<file path="config.mk">
export PLATFORM = sky130hd
export DESIGN_NAME = alu_arbiter_flat
export DESIGN_NICKNAME = d
export VERILOG_FILES = /design/src/rtl/alu_pkg.sv /design/src/rtl/alu_arbiter_if.sv /design/src/rtl/alu_arbiter_rr.sv /design/src/rtl/alu_arbiter.sv /design/src/flat_wrapper.sv
export SDC_FILE = /design/constraint.sdc
export NUM_CORES = 1
export LEC_CHECK = 0
export BUFFER_PORTS_ARGS = -buffer_cell sky130_fd_sc_hd__buf_2
export CORE_MARGIN = 5
export CORE_UTILIZATION = 40
export DETAILED_ROUTE_END_ITERATION = 7
export HOLD_SLACK_MARGIN = 0.1
export PLACE_DENSITY = 0.76
export RECOVER_POWER = 25
export SLEW_MARGIN = 20
export SYNTH_ARGS = -nofsm -noshare
export SYNTH_HDL_FRONTEND = slang
export SYNTH_HIERARCHICAL = 1
export SYNTH_SLANG_ARGS = --single-unit
export TNS_END_PERCENT = 20
</file>
<file path="constraint.sdc">
create_clock -name clk -period 1.64 [get_ports clk]
set_clock_uncertainty 0.15 [all_clocks]
set_input_delay 0.164 -clock clk [delete_from_list [all_inputs] [get_ports clk]]
set_output_delay 0.164 -clock clk [all_outputs]
set_load 0.05 [all_outputs]
</file>
<file path="src/rtl/alu_pkg.sv">
// Shared widths, opcodes, NZCV bit positions and FSM state type for the ALU arbiter.
package alu_pkg;
   localparam int DATA_W = 8;
   localparam int OP_W   = 3;

   localparam logic [OP_W-1:0] OP_ADD  = 3'b000;
   localparam logic [OP_W-1:0] OP_SUB  = 3'b001;
   localparam logic [OP_W-1:0] OP_AND  = 3'b010;
   localparam logic [OP_W-1:0] OP_OR   = 3'b011;
   localparam logic [OP_W-1:0] OP_XOR  = 3'b100;
   localparam logic [OP_W-1:0] OP_SHL  = 3'b101;
   localparam logic [OP_W-1:0] OP_SHR  = 3'b110;
   localparam logic [OP_W-1:0] OP_PASS = 3'b111;

   localparam int FLAG_N = 0;
   localparam int FLAG_Z = 1;
   localparam int FLAG_C = 2;
   localparam int FLAG_V = 3;

   typedef enum logic [1:0] {
      IDLE = 2'd0,
      EXEC = 2'd1,
      RESP = 2'd2
   } state_t;
endpackage

</file>
<file path="src/rtl/alu_arbiter_if.sv">
// Requester-facing request/response bundle; master = requesters, slave = arbiter.
interface alu_arbiter_if #(
   parameter int NUM_REQ = 2
) ();
   logic [NUM_REQ-1:0]                  req_valid;
   logic [NUM_REQ-1:0]                  req_ready;
   logic [alu_pkg::DATA_W*NUM_REQ-1:0]  req_a;
   logic [alu_pkg::DATA_W*NUM_REQ-1:0]  req_b;
   logic [alu_pkg::OP_W*NUM_REQ-1:0]    req_op;
   logic [NUM_REQ-1:0]                  rsp_valid;
   logic [NUM_REQ-1:0]                  rsp_ready;
   logic [alu_pkg::DATA_W-1:0]          rsp_result;
   logic [3:0]                          rsp_nzcv;

   modport master (
      output req_valid, req_a, req_b, req_op, rsp_ready,
      input  req_ready, rsp_valid, rsp_result, rsp_nzcv
   );

   modport slave (
      input  req_valid, req_a, req_b, req_op, rsp_ready,
      output req_ready, rsp_valid, rsp_result, rsp_nzcv
   );
endinterface

</file>
<file path="src/rtl/alu_arbiter_rr.sv">
// Combinational round-robin pick: first asserted req at or after ptr, wrapping.
// No state; the rotation pointer is owned by the caller.
module rr_arbiter #(
   parameter int  N  = 2,
   localparam int IW = (N > 1) ? $clog2(N) : 1
) (
   input  logic [N-1:0]  req,
   input  logic [IW-1:0] ptr,
   output logic [N-1:0]  grant,
   output logic [IW-1:0] idx,
   output logic          found
);
   int j;

   always_comb begin
      grant = '0;
      idx   = '0;
      found = 1'b0;
      j     = 0;
      for (int k = 0; k < N; k++) begin
         j = int'(ptr) + k;
         if (j >= N) j = j - N;
         if (!found && req[j]) begin
            found    = 1'b1;
            grant[j] = 1'b1;
            idx      = IW'(j);
         end
      end
   end
endmodule

</file>
<file path="src/rtl/alu_arbiter.sv">
// Round-robin share of one ALU: grant->EXEC->RESP, response 2 cycles after accept, min 3 cycles/op.
// A stalled response holds RESP and blocks all requesters; ALU_ARB_FLAGS_EN adds per-requester flags_out.
module alu_arbiter
   import alu_pkg::*;
#(
   parameter int  NUM_REQ = 2,
   localparam int IW      = (NUM_REQ > 1) ? $clog2(NUM_REQ) : 1
) (
   input  logic              clk,
   input  logic              rst_n,
   alu_arbiter_if.slave      bus,
   output logic [DATA_W-1:0] alu_a,
   output logic [DATA_W-1:0] alu_b,
   output logic [OP_W-1:0]   alu_op,
   input  logic [DATA_W-1:0] alu_result,
   input  logic [3:0]        alu_nzcv,
   output logic              busy
`ifdef ALU_ARB_FLAGS_EN
   ,
   output logic [4*NUM_REQ-1:0] flags_out
`endif
);
   state_t              state;
   logic [IW-1:0]       rr_ptr;
   logic [IW-1:0]       gnt_idx;
   logic [NUM_REQ-1:0]  grant;
   logic [IW-1:0]       pick_idx;
   logic                pick_found;
   logic [DATA_W-1:0]   rsp_result_q;
   logic [3:0]          rsp_nzcv_q;
   logic                rsp_done;

   rr_arbiter #(.N(NUM_REQ)) u_rr (
      .req   (bus.req_valid),
      .ptr   (rr_ptr),
      .grant (grant),
      .idx   (pick_idx),
      .found (pick_found)
   );

   assign bus.req_ready  = (state == IDLE) ? grant : '0;
   assign bus.rsp_valid  = (state == RESP) ? (NUM_REQ'(1) << gnt_idx) : '0;
   assign bus.rsp_result = rsp_result_q;
   assign bus.rsp_nzcv   = rsp_nzcv_q;
   assign busy           = (state != IDLE);
   // Only the granted requester's rsp_ready can complete the response.
   assign rsp_done       = (state == RESP) && bus.rsp_ready[gnt_idx];

   always_ff @(posedge clk or negedge rst_n) begin
      if (!rst_n) begin
         state        <= IDLE;
         rr_ptr       <= '0;
         gnt_idx      <= '0;
         alu_a        <= '0;
         alu_b        <= '0;
         alu_op       <= '0;
         rsp_result_q <= '0;
         rsp_nzcv_q   <= '0;
      end else begin
         case (state)
            IDLE: begin
               if (pick_found) begin
                  alu_a   <= bus.req_a[pick_idx*DATA_W +: DATA_W];
                  alu_b   <= bus.req_b[pick_idx*DATA_W +: DATA_W];
                  alu_op  <= bus.req_op[pick_idx*OP_W +: OP_W];
                  gnt_idx <= pick_idx;
                  rr_ptr  <= (pick_idx == IW'(NUM_REQ - 1)) ? '0 : pick_idx + IW'(1);
                  state   <= EXEC;
               end
            end
            EXEC: begin
               rsp_result_q <= alu_result;
               rsp_nzcv_q   <= alu_nzcv;
               state        <= RESP;
            end
            RESP: begin
               if (rsp_done) state <= IDLE;
            end
            default: state <= IDLE;
         endcase
      end
   end

`ifdef ALU_ARB_FLAGS_EN
   logic [4*NUM_REQ-1:0] flags_q;

   always_ff @(posedge clk or negedge rst_n) begin
      if (!rst_n) begin
         flags_q <= '0;
      end else if (rsp_done) begin
         flags_q[gnt_idx*4 +: 4] <= rsp_nzcv_q;
      end
   end

   assign flags_out = flags_q;
`endif
endmodule

</file>
<file path="src/flat_wrapper.sv">
// flat-port wrapper written by rule: the top's interface ports become plain ports
module alu_arbiter_flat import alu_pkg::*;
#(
   parameter int  NUM_REQ = 2,
   localparam int IW      = (NUM_REQ > 1) ? $clog2(NUM_REQ) : 1
)
  (clk, rst_n, alu_a, alu_b, alu_op, alu_result, alu_nzcv, busy, bus_req_valid, bus_req_a, bus_req_b, bus_req_op, bus_rsp_ready, bus_req_ready, bus_rsp_valid, bus_rsp_result, bus_rsp_nzcv);
  alu_arbiter_if #(.NUM_REQ(NUM_REQ)) bus_i ();
  input  logic clk;
  input  logic rst_n;
  output logic [DATA_W-1:0] alu_a;
  output logic [DATA_W-1:0] alu_b;
  output logic [OP_W-1:0] alu_op;
  input  logic [DATA_W-1:0] alu_result;
  input  logic [3:0] alu_nzcv;
  output logic busy;
  input wire logic [$bits(bus_i.req_valid)-1:0] bus_req_valid;
  input wire logic [$bits(bus_i.req_a)-1:0] bus_req_a;
  input wire logic [$bits(bus_i.req_b)-1:0] bus_req_b;
  input wire logic [$bits(bus_i.req_op)-1:0] bus_req_op;
  input wire logic [$bits(bus_i.rsp_ready)-1:0] bus_rsp_ready;
  output wire logic [$bits(bus_i.req_ready)-1:0] bus_req_ready;
  output wire logic [$bits(bus_i.rsp_valid)-1:0] bus_rsp_valid;
  output wire logic [$bits(bus_i.rsp_result)-1:0] bus_rsp_result;
  output wire logic [$bits(bus_i.rsp_nzcv)-1:0] bus_rsp_nzcv;
  assign bus_i.req_valid = bus_req_valid;
  assign bus_i.req_a = bus_req_a;
  assign bus_i.req_b = bus_req_b;
  assign bus_i.req_op = bus_req_op;
  assign bus_i.rsp_ready = bus_rsp_ready;
  assign bus_req_ready = bus_i.req_ready;
  assign bus_rsp_valid = bus_i.rsp_valid;
  assign bus_rsp_result = bus_i.rsp_result;
  assign bus_rsp_nzcv = bus_i.rsp_nzcv;
  alu_arbiter #(.NUM_REQ(NUM_REQ)) u_core (.clk(clk), .rst_n(rst_n), .bus(bus_i), .alu_a(alu_a), .alu_b(alu_b), .alu_op(alu_op), .alu_result(alu_result), .alu_nzcv(alu_nzcv), .busy(busy));
endmodule
</file>
# Word level (Yosys, flattened, before mapping)
# Cells that the tools add are included.
# totals
regBits	35
output_inout_bits	36
word_cells	64
# classes
add_sub_neg	4
multipliers	1
n_lt_le_gt_ge	7
eq_ne	4
shift	4
muxes	26
n_bitwise	1
n_reduce_logical	9
# ops
operator	count
32-bit by 1-bit greater-or-equal comparator with 1-bit output, second input constant	2
32-bit by 3-bit less-than comparator with 1-bit output, second input constant	2
32-bit 2-to-1 mux	2
16-bit by 5-bit indexed part select with 8-bit output	2
1-bit 2-to-1 mux	15
2-bit 2-to-1 mux	6
2-bit one-hot mux with 3 select lines	1
6-bit by 4-bit indexed part select with 3-bit output	1
1-bit logical AND	4
2-bit by 1-bit != test with 1-bit output, second input constant	2
2-bit AND reduction	2
1-bit by 2-bit multiplier with 3-bit output, second input constant	1
1-bit by 2-bit subtractor with 3-bit output, second input constant	1
2-bit by 2-bit subtractor with 3-bit output, second input constant	1
1-bit by 1-bit adder with 2-bit output, second input constant	1
1-bit demux with 1-bit select	2
2-bit by 1-bit equality test with 1-bit output, second input constant	1
2-bit equality test, second input constant	1
1-bit by 2-bit greater-or-equal comparator with 1-bit output, second input constant	1
2-bit greater-or-equal comparator, second input constant	1
2-bit zero test	1
1-bit by 2-bit less-than comparator with 1-bit output, second input constant	1
2-bit bitwise OR	1
2-bit nonzero test	1
3 further kinds	3

# Logic depth before layout (Yosys ltp)
# depth
word_depth	11
mapped_depth	5
depth_no_buf	4

# Hierarchy
# Netlist, hierarchy kept.
# by_module_without_submodules
module	n_inst	cells_each	area_per_inst_um2	seq_area_each_um2
alu_arbiter	1	106	1630.3	875.8
rr_arbiter	1	5	32.5	0.0

# Worst setup path before layout
# OpenSTA, ideal clock, no wires.
# synth_timing
kind	register -> output
start	reg u_core.state[1]
end	out bus_req_ready[0]
t_arrival_ns	1.543
setup_slack_ns	-0.217
stages_incl_launch_ff	3
path_cell_list	dfrtp_1 -> or2_2 -> nor2_1
# synth_between
elab_chain_len	2
# synth_rtl
element	line_no	text
start: declaration	alu_arbiter.sv:23	state_t state;
start signal: assignment	alu_arbiter.sv:51	state <= IDLE;
start signal: assignment	alu_arbiter.sv:68	state <= EXEC;
start signal: assignment	alu_arbiter.sv:74	state <= RESP;
2-bit zero test	alu_arbiter.sv:41	assign bus.req_ready = (state == IDLE) ? grant : '0;
2-bit 2-to-1 mux	alu_arbiter.sv:41	
end: declaration	flat_wrapper.sv:22	output wire logic [$bits(bus_i.req_ready)-1:0] bus_req_ready;
# Every way passes these cells.

# Worst setup path after layout
# layout_timing
start	reg u_core.rr_ptr
end	out bus_req_ready[0]
# layout_between
elab_chain_len	10
elab_cells_between_ends	30
cone_classes	add/sub (3); order compare (6); mux (16); bitwise (1); reduce/logical (4)
# layout_rtl
element	line_no	text
start: declaration	alu_arbiter.sv:24	logic [IW-1:0] rr_ptr;
start signal: assignment	alu_arbiter.sv:67	rr_ptr <= (pick_idx == IW'(NUM_REQ - 1)) ? '0 : pick_idx + IW'(1);
1-bit by 1-bit adder with 2-bit output, or another cell as far along	alu_arbiter_rr.sv:21	j = int'(ptr) + k;
2-bit by 2-bit subtractor with 3-bit output, or another cell as far along	alu_arbiter_rr.sv:22	if (j >= N) j = j - N;
32-bit 2-to-1 mux, or another cell as far along	alu_arbiter_rr.sv:22	
32-bit by 1-bit greater-or-equal comparator with 1-bit output (implied by the code), or another cell as far along	alu_arbiter_rr.sv:25	grant[j] = 1'b1;
1-bit logical AND (implied by the code), or another cell as far along	alu_arbiter_rr.sv:25	
1-bit 2-to-1 mux (implied by the code), or another cell as far along	alu_arbiter_rr.sv:25	
1-bit demux with 1-bit select, or another cell as far along	alu_arbiter_rr.sv:25	
2-bit bitwise OR (no line) / 1-bit logical AND (equally long branches)	--	
2-bit 2-to-1 mux (*)	alu_arbiter_rr.sv:23	if (!found && req[j]) begin
via u_core.grant[0]	alu_arbiter.sv:26	logic [NUM_REQ-1:0] grant;
2-bit 2-to-1 mux (*)	alu_arbiter.sv:41	
# Mark *: on every way through the listed nets, which the timed path passes. The rest lies on a longest branch. The select of a mux whose other input is x is not followed.

==> reports/qor.json <==
{
  "grt_pass1_vias": 1645,
  "critPathLaunchType": "flip-flop",
  "die_area_sq_um": 5547,
  "clock_tree_from_tritoncts": "done",
  "via_count": 1443,
  "critical_path_peak_fanout": 2,
  "pre_cts_worst_setup_slack_ns": 0.005462,
  "synthesis.instances": 111,
  "grt_max_degree": 36,
  "route.detailed.drc": 0,
  "stdcell_count": 317,
  "final-setup-viol-count": 3,
  "clk_path_buf_depth": 2,
  "min_delay_path_depth": 3,
  "postLayoutCellArea_sq_um": 2917,
  "slowest_delay_ns": 0.39,
  "critical_path.cell_chain": "buf_4, a21boi_1, inv_1, nor2_4, buf_6",
  "grt_overflow": 0,
  "timing.hold.worst.start": "bus_req_b[8]",
  "die_w_um": 74.48,
  "hold_path.class": "input pin to flip-flop",
  "synth_seq_area_share_pct": 52.67,
  "chipHeight_um": 74.48,
  "final-max-slew-violation-count": 0,
  "static-leakage-power_nw": 1.447,
  "cts_sinks": 35,
  "route.antenna.remaining_nets": 0,
  "r2r_slack_ns": -0.01,
  "ir_worst_vdd_mv": 1.154,
  "area_growth_pct": 75.40,
  "place.detailed.instances": 255,
  "core_area_sq_um": 4029,
  "drive_above_1_share_pct": 61.05,
  "antenna_found_initial": 0,
  "yosys_warnings": 6,
  "fin_ws_ns": -0.01995,
  "number_of_placed_i_o_pins": 92,
  "finalHoldViolations": 0,
  "hold_ws_ns": 0.1164,
  "grt_pass1_wl_mm": 7.396,
  "detailed_place_hpwl_mm": 2.680,
  "worst_hold_path.endpoint": "u_core/alu_b[0]$_DFFE_PN0P_",
  "rr_endpoint": "u_core/alu_b[0]$_DFFE_PN0P_",
  "htree_num_levels": 2,
  "drtIter0Drc": 27,
  "place.gp.congestion": 0.6711,
  "post-route-period-util_pct": 101.2,
  "max_freq_mhz": 602.4,
  "tritoncts_buffers": 5,
  "unrepaired_setup_endpoints_after_global_routing": "yes",
  "synthesis.nets": 167,
  "slew_headroom_pct": 43.22,
  "failed_checks": "setup timing",
  "cp_data_required_time_ns": 1.33,
  "tns_ns": -0.03021,
  "critPathArrivalTime_ns": 1.35,
  "dpl-instance-area_sq_um": 2201,
  "worst_pin_slew_ns": 0.8517,
  "mean_instance_size_in_the_synthesized_netlist_sq_um": 14.98,
  "clk_transition_reported_paths_ns": 0.07,
  "clock_latency_ns": 0.29,
  "port_buffers": 91,
  "first_pass_iters": 3,
  "route.final.wire_length_mm": 4.906,
  "initial_core_util_pct": 41.27,
  "totalPowerFinal_mw": 5.828,
  "layout.nets": 322,
  "path_class": "flip-flop to output port",
  "cp-end-kind": "output port",
  "r2r_cells": 5,
  "cts_root_buffer": "sky130_fd_sc_hd__clkbuf_8",
  "finalCriticalPeriod_ns": 1.660,
  "critical_path.reg2reg.startpoint": "u_core/rr_ptr$_DFFE_PN0P_",
  "n_antenna_cell": 0,
  "routed_via_density": 4.552,
  "grt_usage_pct": 18.15,
  "end_of_flow_core_utilization_pct": 72.39,
  "placement_rows": 23,
  "synth.cell_area_sq_um": 1663,
  "ys_seq_elements": 35,
  "ys_types": 14,
  "drv.max_cap_violation_count": 0,
  "library_cell_contributing_the_largest_single_delay_on_the_critical_path": "sky130_fd_sc_hd__dfrtp_1",
  "layout.filler_cells": 267,
  "wire_length_per_cell_um": 15.48,
  "run_status": "finished with violations",
  "power.density_nw_per_um2": 1998
}
-- power by group --
part           total (mW)  internal (mW)  switching, mW
clock               0.685          0.382          0.303
sequential           1.54           1.31          0.231
combinational        3.60           1.30           2.30
total                5.83           3.00           2.83
-- logic make-up (layout without fill, tap and decap cells) --
kind of cell	after synthesis	after routing	synth area share, %
multiplexers	53	53	37.62
flip-flops	35	35	52.67
AND/OR/NAND/NOR	9	9	3.537
buffers and inverters	10	166	4.515
AO/OA/AOI/OAI	4	4	1.655
-- final cells by class --
cell class	instances	area [sq um]	area share (%)
inverter	5	18.77	0.6435
multi-input combinational	66	778.2	26.68
tap	50	62.56	2.145
timing repair buffer	153	1077	36.94
clock buffer	7	96.34	3.303
clock inverter	1	7.507	0.2574
sequential	35	875.8	30.03
-- Yosys cell counts --
cell	n	area (sq um)
sky130_fd_sc_hd__a21boi_0	3	22.52
sky130_fd_sc_hd__nand2b_1	2	12.51
sky130_fd_sc_hd__or2_1	1	6.260
sky130_fd_sc_hd__mux2_4	8	120.1
sky130_fd_sc_hd__mux2_1	3	33.78
sky130_fd_sc_hd__dfrtp_1	35	875.8
sky130_fd_sc_hd__nor3b_4	1	18.77
sky130_fd_sc_hd__nor2_1	4	15.01
sky130_fd_sc_hd__mux2i_1	1	10.01
sky130_fd_sc_hd__buf_6	5	56.30
sky130_fd_sc_hd__inv_1	5	18.77
sky130_fd_sc_hd__o21ai_0	1	5.000
sky130_fd_sc_hd__or2_2	1	6.260
sky130_fd_sc_hd__mux2_2	41	461.7
-- state kept, by name, indices dropped and copies added (netlist names) --
| name | count |
|---|---|
| u_core/bus.rsp_nzcv | 4 |
| u_core/alu_op | 3 |
| u_core/bus.rsp_result | 8 |
| u_core/alu_b | 8 |
| u_core/alu_a | 8 |
| u_core/state | 2 |
| u_core/rr_ptr | 1 |
| u_core/gnt_idx | 1 |
-- what timing repair did --
item | in CTS | in global routing
gates resized for setup | 3 | 20
setup buffers | 2 | 0
pin swaps | 0 | 1
hold buffers | 52 | 0
gates cloned | 0 | 0
endpoints found under the setup margin | 15 | 21
endpoints found under the hold margin | 67 | 0
-- critical path: cells and delay by family, from the launching register on --
kind,cells,cell delay [ns]
simple gates,1,0.11
compound gates,1,0.15
buf+inv,3,0.41
flops,1,0.39
-- layer usage --
| layer | up-vias | routed length [um] | track usage (%) |
|---|---|---|---|
| li1 | 695 | - | - |
| met1 | 674 | 1746 | 17.96 |
| met2 | 64 | 2654 | 34.63 |
| met3 | 10 | 416 | 5.811 |
| met4 | 0 | 88 | 7.115 |
| met5 | - | 0 | 0 |
-- layout by cell type (no fill, tap or decap), drive strengths merged --
| cell type | Yosys | final |
|---|---|---|
| clkinvlp | 0 | 1 |
| buf | 5 | 100 |
| dlygate4sd3 | 0 | 52 |
| mux2 | 52 | 52 |
| a21boi | 3 | 3 |
| nor3b | 1 | 1 |
| o21ai | 1 | 1 |
| nand2b | 2 | 2 |
| clkbuf | 0 | 8 |
| or2 | 2 | 2 |
| dfrtp | 35 | 35 |
| inv | 5 | 5 |
| mux2i | 1 | 1 |
| nor2 | 4 | 4 |
-- worst max-delay path by stage --
| stage | from | endpoint | slack, ns | cells after the start |
|---|---|---|---|---|
| 2_1_floorplan | u_core/state[1]$_DFFE_PN0P_ | bus_req_ready[0] | -0.22 | 2 |
| 3_3_place_gp | u_core/rr_ptr$_DFFE_PN0P_ | u_core/alu_a[0]$_DFFE_PN0P_ | 0.03 | 5 |
| 3_5_place_dp | u_core/rr_ptr$_DFFE_PN0P_ | u_core/alu_b[4]$_DFFE_PN0P_ | 0.005 | 5 |
| 4_1_cts | u_core/rr_ptr$_DFFE_PN0P_ | u_core/alu_a[5]$_DFFE_PN0P_ | -0.01 | 5 |
| 5_1_grt | u_core/rr_ptr$_DFFE_PN0P_ | bus_req_ready[0] | -0.1 | 5 |
| 6_report | u_core/rr_ptr$_DFFE_PN0P_ | bus_req_ready[0] | -0.02 | 5 |
Power figures use the tool's default switching activity.
